--- config.mk ---
export PLATFORM = sky130hd
export DESIGN_NAME = mesh_nic
export DESIGN_NICKNAME = d
export VERILOG_FILES = /design/src/rtl/mesh_nic.sv
export SDC_FILE = /design/constraint.sdc
export NUM_CORES = 1
export LEC_CHECK = 0
export CAP_MARGIN = 5
export CORE_ASPECT_RATIO = 0.5
export CORE_MARGIN = 2
export CORE_UTILIZATION = 45
export CTS_CLUSTER_SIZE = 25
export DETAILED_ROUTE_END_ITERATION = 6
export PLACE_DENSITY = 0.77
export SETUP_SLACK_MARGIN = 0.05
export SLEW_MARGIN = 40
export SYNTH_ARGS = -nofsm -noshare
export SYNTH_HDL_FRONTEND = slang
export SYNTH_SLANG_ARGS = --single-unit
export TNS_END_PERCENT = 100
--- constraint.sdc ---
create_clock -name clk -period 4.4 [get_ports clk]
set_input_delay 0.66 -clock clk [delete_from_list [all_inputs] [get_ports clk]]
set_output_delay 0.66 -clock clk [all_outputs]
set_load 0.01 [all_outputs]
--- src/rtl/mesh_nic.sv ---
// Memory-mapped NIC between the processor data port and a mesh router local port.
// Optional NIC_DROP_CNT_EN adds a saturating dropped-write counter in out-status.
module mesh_nic #(
  parameter int unsigned DATA_WIDTH = 64
) (
  input  logic                  clk,
  input  logic                  reset,
  input  logic [1:0]            addr,
  input  logic [DATA_WIDTH-1:0] d_in,
  output logic [DATA_WIDTH-1:0] d_out,
  input  logic                  nicEn,
  input  logic                  nicWrEn,
  output logic                  net_si,
  input  logic                  net_ri,
  output logic [DATA_WIDTH-1:0] net_do,
  input  logic                  net_polarity,
  input  logic                  net_so,
  output logic                  net_ro,
  input  logic [DATA_WIDTH-1:0] net_di
);

  // Packet bit 0 in MSB-first numbering is the VC bit.
  localparam int unsigned VcBit = DATA_WIDTH - 1;

  typedef enum logic [1:0] {StEmpty, StFull, StSent} state_e;

  state_e                state_q, state_d;
  logic [DATA_WIDTH-1:0] in_buf_q, in_buf_d;
  logic [DATA_WIDTH-1:0] out_buf_q, out_buf_d;
  logic                  in_full_q, in_full_d;
  logic                  out_full_q, out_full_d;
  logic [DATA_WIDTH-1:0] d_out_q, d_out_d;
  logic                  net_si_q, net_si_d;
  logic [DATA_WIDTH-1:0] net_do_q, net_do_d;
  logic [DATA_WIDTH-1:0] out_stat;

  logic rd_en, wr_en, out_wr, send_go;

  assign rd_en   = nicEn & ~nicWrEn;
  assign wr_en   = nicEn & nicWrEn;
  assign out_wr  = wr_en && (addr == 2'b10);
  assign send_go = (state_q == StFull) && net_ri && (out_buf_q[VcBit] == net_polarity);

`ifdef NIC_DROP_CNT_EN
  logic [15:0] drop_cnt_q, drop_cnt_d;

  always_comb begin
    drop_cnt_d = drop_cnt_q;
    if (wr_en && (addr == 2'b11)) begin
      drop_cnt_d = '0;
    end else if (out_wr && out_full_q && (drop_cnt_q != 16'hFFFF)) begin
      drop_cnt_d = drop_cnt_q + 16'd1;
    end
  end

  always_ff @(posedge clk or negedge reset) begin
    if (!reset) drop_cnt_q <= '0;
    else        drop_cnt_q <= drop_cnt_d;
  end

  always_comb begin
    out_stat        = '0;
    out_stat[0]     = out_full_q;
    out_stat[31:16] = drop_cnt_q;
  end
`else
  always_comb begin
    out_stat    = '0;
    out_stat[0] = out_full_q;
  end
`endif

  // Send FSM: state register
  always_ff @(posedge clk or negedge reset) begin
    if (!reset) state_q <= StEmpty;
    else        state_q <= state_d;
  end

  // Send FSM: next state
  always_comb begin
    state_d = state_q;
    unique case (state_q)
      StEmpty: if (out_wr) state_d = StFull;
      StFull:  if (send_go) state_d = StSent;
      StSent:  state_d = out_wr ? StFull : StEmpty;
      default: state_d = StEmpty;
    endcase
  end

  // Send FSM: outbound datapath
  always_comb begin
    out_buf_d  = out_buf_q;
    out_full_d = out_full_q;
    net_si_d   = 1'b0;
    net_do_d   = net_do_q;
    if (out_wr && !out_full_q) begin
      out_buf_d  = d_in;
      out_full_d = 1'b1;
    end
    if (send_go) begin
      net_si_d   = 1'b1;
      net_do_d   = out_buf_q;
      out_full_d = 1'b0;
    end
  end

  // Receive path and processor reads; arrival needs empty, read-clear needs full.
  always_comb begin
    in_buf_d  = in_buf_q;
    in_full_d = in_full_q;
    d_out_d   = d_out_q;
    if (rd_en) begin
      unique case (addr)
        2'b00: begin
          d_out_d = in_buf_q;
          if (in_full_q) in_full_d = 1'b0;
        end
        2'b01: begin
          d_out_d    = '0;
          d_out_d[0] = in_full_q;
        end
        2'b10:   d_out_d = '0;
        default: d_out_d = out_stat;
      endcase
    end
    if (net_so && !in_full_q) begin
      in_buf_d  = net_di;
      in_full_d = 1'b1;
    end
  end

  always_ff @(posedge clk or negedge reset) begin
    if (!reset) begin
      in_buf_q   <= '0;
      out_buf_q  <= '0;
      in_full_q  <= 1'b0;
      out_full_q <= 1'b0;
      d_out_q    <= '0;
      net_si_q   <= 1'b0;
      net_do_q   <= '0;
    end else begin
      in_buf_q   <= in_buf_d;
      out_buf_q  <= out_buf_d;
      in_full_q  <= in_full_d;
      out_full_q <= out_full_d;
      d_out_q    <= d_out_d;
      net_si_q   <= net_si_d;
      net_do_q   <= net_do_d;
    end
  end

  assign d_out  = d_out_q;
  assign net_si = net_si_q;
  assign net_do = net_do_q;
  assign net_ro = ~in_full_q;

endmodule

==> impl_metrics.tcl, run 1 <==
set metrics [dict create \
    synth_ff_type "dfrtp_1" \
    criticalPathCategory "register to output port" \
    reg2regPathDepth 3 \
    slew_viol_final 0 \
    synth_area_leader_cell "dfrtp_1" \
    diodes 0 \
    initial_utilization_pct 46.43 \
    num_vias 5806 \
    slew-limit-headroom_pct 49.48 \
    post_cts_buffers 0 \
    tritoncts "built" \
    regToRegEndpoint "in_buf_q[2]" \
    synth_top_area_share_pct 67.67 \
    synth-xor-area-share_pct 0 \
    synth_fa_ha_area_share_pct 0 \
    antenna_found_initial 0 \
    syn_inst 571 \
    synth.mux.area_fraction_pct 22.50 \
    synth-compound-area-share_pct 6.235 \
    holdBufCountCts 0 \
    design_area_um2 13510 \
    timing.final.crit_share_pct 50.96 \
    synthTopCellsByCount "dfrtp_1 (261), mux2_2 (137), a22o_1 (63), mux2_1 (55), buf_2 (22)" \
    drc 0 \
    syn2layout_area_growth_pct 39.98 \
    synth_nets 708 \
    cts_root_buf "clkbuf_16" \
    tightest_slew_ns 0.7578 \
    setup_viol_count_final 0 \
    arrival_ns 1.58 \
    nFillCells 1479 \
    preCtsSetupSlack_ns 1.789 \
    grt_pass1_vias 6162 \
    r2r-start "in_full_q" \
    hpwlAfterDp_um 14560 \
    ant_nets 0 \
    r2r_slack_ns 2.56 \
    wl_per_cell_um 19.02 \
    ys_ff_latch 261 \
    power_density_nw_per_um2 651.1 \
    hold_path_class "primary input to async pin" \
    maxCapViolCount 0 \
    hold_violations 0 \
    critPathCaptureType "output port" \
    run_status "complete, no violations" \
    via_per_inst 5.138 \
    tns_ns 0 \
    setup_ws_ns 2.158 \
    post_cts_resized 0 \
    yosysSeqAreaShare_pct 67.67 \
    placement_rows 37 \
    layout_min_cycle_time_ns 2.242 \
    synth_top_cells_by_area "dfrtp_1 (68%), mux2_2 (16%), mux2_1 (6.4%)" \
    yosys_warnings 0 \
    grt_max_degree 73 \
    fin_skew_ns 0.01100 \
    synthesis.area_um2 9652 \
    startpoint_type "register" \
    cts_buffers 24 \
    avgSynthCellArea_um2 16.90 \
    crit_fanout 3 \
    timing.fmax_mhz 446.0 \
    synthSimpleGateAreaFrac_pct 1.089 \
    floorplan.die_area_um2 22710 \
    grt_overflow 0 \
    clk_pin_slew_worst_paths_ns 0.07 \
    yosysUniqueCellTypes 23 \
    htreeDepth 1 \
    clockBufferDepth 3 \
    wirelength_um 21490 \
    first_pass_iters 4 \
    die_h_um 107.6 \
    cts_sinks 261 \
    io_buffers 266 \
    grt_pass1_wl_um 34250 \
    drive_gt1_share_pct 22.64 \
    peakVddDrop_uv 298.2 \
    hold_ws_ns 0.06749 \
    gp_congestion 0.7886 \
    dpl-instance-area_um2 12600 \
    core_area_um2 20790 \
    synth_edf_count 0 \
    synthArstFlopShare_pct 100.0 \
    yosysMostFrequentCell "dfrtp_1" \
    ioPinCount 267 \
    rsz0062_at_grt "no" \
    p_leak_nw 5.893 \
    drtIter0Drc 317 \
    synth_top_family_by_area "multiplexers" \
    worst_ep_required_time_ns 3.74 \
    final_core_util_pct 65.00 \
    clkLatencyLatePin_ns 0.51 \
    fin_nets 978 \
    dieWidth_um 211.1 \
    track_usage_pct 19.27 \
]
critical path: stages, from the launching register on:
cell             delay [ns]
dfrtp_1                0.43
inv_1                  0.10
clkdlybuf4s50_1        0.54
metal layers:
layer  up-vias  share of wire (%)  wire [um]  global-route usage [%]
met5         -                  0          0                       0
met4         0                3.7        799                   7.143
met3        49                3.5        749                   3.617
met2       123                 52      11150                   33.22
met1      3033                 41       8798                   24.49
li1       2601                  -          -                       -
flip-flops by register name, indices dropped and copies added (netlist names):
signal,flops
net_si,1
in_full_q,1
out_full_q,1
net_do,64
state_q,2
in_buf_q,64
out_buf_q,64
d_out,64
metrics by stage:
stage	instances	total power, mW
after CTS	1130	8.915
after global routing	1130	9.270
after detailed placement	1088	6.486
final	1130	8.797
after global placement	1085	6.341
after floorplan	571	5.141
report_power, final:
part	internal [mW]	switching [mW]
Clock	1.50	0.887
Combinational	1.59	0.889
Sequential	3.41	0.523
Total	6.50	2.30
cell usage in the layout, fill, tap and decap left out, drive strengths merged:
cell type,netlist,final
nand2,2,2
mux2,192,192
nor2,1,1
nand3,1,1
bufinv,0,7
o21ai,2,2
clkbuf,0,31
dfrtp,261,261
clkinv,0,2
clkdlybuf4s50,0,265
mux2i,1,1
nor2b,1,1
a21oi,3,3
nand2b,2,2
buf,33,12
nand4b,1,1
o21bai,1,1
or2,1,1
nand3b,1,1
nor3,1,1
o211ai,1,1
inv,2,2
clkinvlp,0,2
a22o,63,63
o22ai,1,1
how the worst max path moves through the flow:
stage	startpoint	to	slack, ns	cells past startpoint
finish	in_full_q	net_ro	2.16	2
CTS	in_full_q	net_ro	2.14	2
global placement	addr[1]	out_buf_q[24]	1.48	4
floorplan	net_polarity	net_do[16]	2.60	5
global route	in_full_q	net_ro	2.09	2
detailed placement	net_so	in_buf_q[31]	1.79	4
layout make-up:
type | instances | area, um^2 | share of cell area, %
clock buffers | 31 | 678.2 | 5.019
clock inverters | 11 | 235.2 | 1.741
inverters | 2 | 7.507 | 0.05557
multi-input cells | 275 | 2897 | 21.44
flip-flops and latches | 261 | 6531 | 48.34
well taps | 273 | 341.6 | 2.528
repair buffers | 277 | 2820 | 20.87
cells by family after synthesis:
| logic type | after synthesis |
|---|---|
| flip-flops | 261 |
| multiplexers | 193 |
| AO/OA/AOI/OAI | 71 |
| buffers and inverters | 35 |
| AND/OR/NAND/NOR | 11 |
No activity file was read; power rests on OpenSTA's default activity.
==> run 2: changes to the inputs <==
--- a/config.mk
+++ b/config.mk
@@ -8,7 +8,7 @@
 export CAP_MARGIN = 5
 export CORE_ASPECT_RATIO = 0.5
 export CORE_MARGIN = 2
-export CORE_UTILIZATION = 45
+export CORE_UTILIZATION = 43
 export CTS_CLUSTER_SIZE = 25
 export DETAILED_ROUTE_END_ITERATION = 6
 export PLACE_DENSITY = 0.77
==> constraint.sdc (replaced) <==
create_clock -name clk -period 1.8 [get_ports clk]
set_input_delay 0.27 -clock clk [delete_from_list [all_inputs] [get_ports clk]]
set_output_delay 0.27 -clock clk [all_outputs]
set_load 0.01 [all_outputs]
==> run 2 against run 1 <==
  * First-iteration DRC count shrank 9.8%
  * Clock power up 120%
  * Clock skew down 0.00053 ns
  * Sequential share of layout area down 0.63 points
  * Die area is 4.5% higher
  * Flip-flop and latch count did not move
  * Largest power group unchanged
==> impl_metrics.tcl, run 2 (synthesis gave the netlist of run 1 again) <==
set metrics [dict create \
    antenna_found_initial 0 \
    critical_path.cell_chain "clkdlybuf4s50_1" \
    maxCapViolCount 0 \
    grt_pass1_vias 6322 \
    criticalPathCategory "register to output port" \
    initial_utilization_pct 44.23 \
    critical_path.top_delay_family "buffers and inverters" \
    tightest_slew_ns 0.4860 \
    floorplan.die_area_um2 23730 \
    drtIter0Drc 286 \
    hold_path_class "primary input to async pin" \
    r2r_slack_ns 0.14 \
    placement_rows 38 \
    cts_buffers 23 \
    wl_per_cell_um 18.46 \
    r2r-start "out_buf_q[63]" \
    gp_congestion 0.7695 \
    clk_pin_slew_worst_paths_ns 0.06 \
    slew_viol_final 0 \
    wirelength_um 21620 \
    cpPeakStageDelay_ns 0.58 \
    final_common_cell "dfrtp_1" \
    clockBufferDepth 3 \
    diodes 0 \
    timing.fmax_mhz 587.1 \
    cts_sinks 261 \
    startpoint_type "register" \
    peakVddDrop_uv 753.2 \
    post_cts_buffers 0 \
    drive_gt1_share_pct 23.77 \
    use_met3_pct 3.707 \
    regToRegEndpoint "net_do[43]" \
    clkLatencyLatePin_ns 0.51 \
    design_area_um2 13690 \
    tns_ns 0 \
    syn2layout_area_growth_pct 41.82 \
    timing.final.crit_share_pct 94.62 \
    drc 0 \
    arrival_ns 1.43 \
    dpl-instance-area_um2 12830 \
    power_density_nw_per_um2 1527 \
    setup_viol_count_final 0 \
    p_total_mw 20.90 \
    critPathCaptureType "output port" \
    cpMaxStageDelayCell "clkdlybuf4s50_1" \
    grt_max_degree 56 \
    htreeDepth 1 \
    grt_pass1_wl_um 34470 \
    cp_num_buf_inv 1 \
    core_area_um2 21820 \
    use_met2_pct 31.58 \
    final_cell_mix "dfrtp_1 (261), clkdlybuf4s50_1 (238), mux2_2 (137)" \
    fin_nets 992 \
    fin_skew_ns 0.01047 \
    preCtsSetupSlack_ns -0.1957 \
    dieWidth_um 215.9 \
    reg2regPathDepth 4 \
    via_per_inst 5.003 \
    setup_ws_ns 0.09682 \
    slew-limit-headroom_pct 67.60 \
    ioPinCount 267 \
    layout_min_cycle_time_ns 1.703 \
    cts_root_buf "clkbuf_16" \
    grt_overflow 0 \
    use_met1_pct 23.23 \
    crit_fanout 2 \
    run_status "complete, no violations" \
    worst_ep_required_time_ns 1.53 \
    top_usage_layer "met2" \
    ant_nets 0 \
    tritoncts "built" \
    rsz0062_at_grt "no" \
    track_usage_pct 18.34 \
    hold_violations 0 \
    num_vias 5859 \
    p_leak_nw 6.255 \
    io_buffers 266 \
    hpwlAfterDp_um 14990 \
    die_h_um 109.9 \
    first_pass_iters 4 \
]
run 2: per-layer routing:
layer  routed length, um  share of wire, %  up-vias
li1                    -                 -     2636
met1                9124                42     3037
met2               10890                50      133
met3                 800               3.7       53
met4                 806               3.7        0
met5                   0                 0        -
run 2: worst max-delay path by stage:
stage | cells past startpoint | slack [ns] | to | startpoint
global route | 1 | 0.05 | d_out[43] | d_out[43]
detailed placement | 5 | -0.20 | net_do[43] | net_polarity
finish | 1 | 0.1 | d_out[62] | d_out[62]
floorplan | 5 | 0.30 | net_do[16] | out_buf_q[63]
global placement | 5 | -0.17 | net_do[36] | net_polarity
CTS | 1 | 0.05 | d_out[38] | d_out[38]
run 2: area by class of cell:
| cell class | count | area [um^2] |
|---|---|---|
| fillers | 1602 | 8135 |
| flip-flops and latches | 261 | 6531 |
| repair buffers | 292 | 3073 |
| multi-input cells | 275 | 2897 |
| clock buffers | 33 | 683.2 |
| well taps | 300 | 375.4 |
| clock inverters | 8 | 121.4 |
| inverters | 2 | 7.507 |
run 2: timing repair:
action,4_1_cts,5_1_grt
setup endpoints to repair,6,21
pin swaps,0,0
gates resized for setup,6,21
hold endpoints to repair,48,0
cloned,0,0
hold buffers,1,0
run 2: per-stage QoR:
stage	util [%]	hold slack, ns	instances
floorplan	-	-0.02559	571
global route	62.72	0.2935	1171
detailed placement	58.78	0.2225	1129
finish	62.72	0.2738	1171
CTS	62.48	0.2679	1171
global placement	58.78	0.2145	1129
run 2: power by group:
| group | total (mW) | internal (mW) | switching (mW) |
|---|---|---|---|
| Clock | 5.23 | 3.07 | 2.15 |
| Sequential | 9.62 | 8.34 | 1.28 |
| Combinational | 6.06 | 3.88 | 2.18 |
| Total | 20.9 | 15.3 | 5.61 |
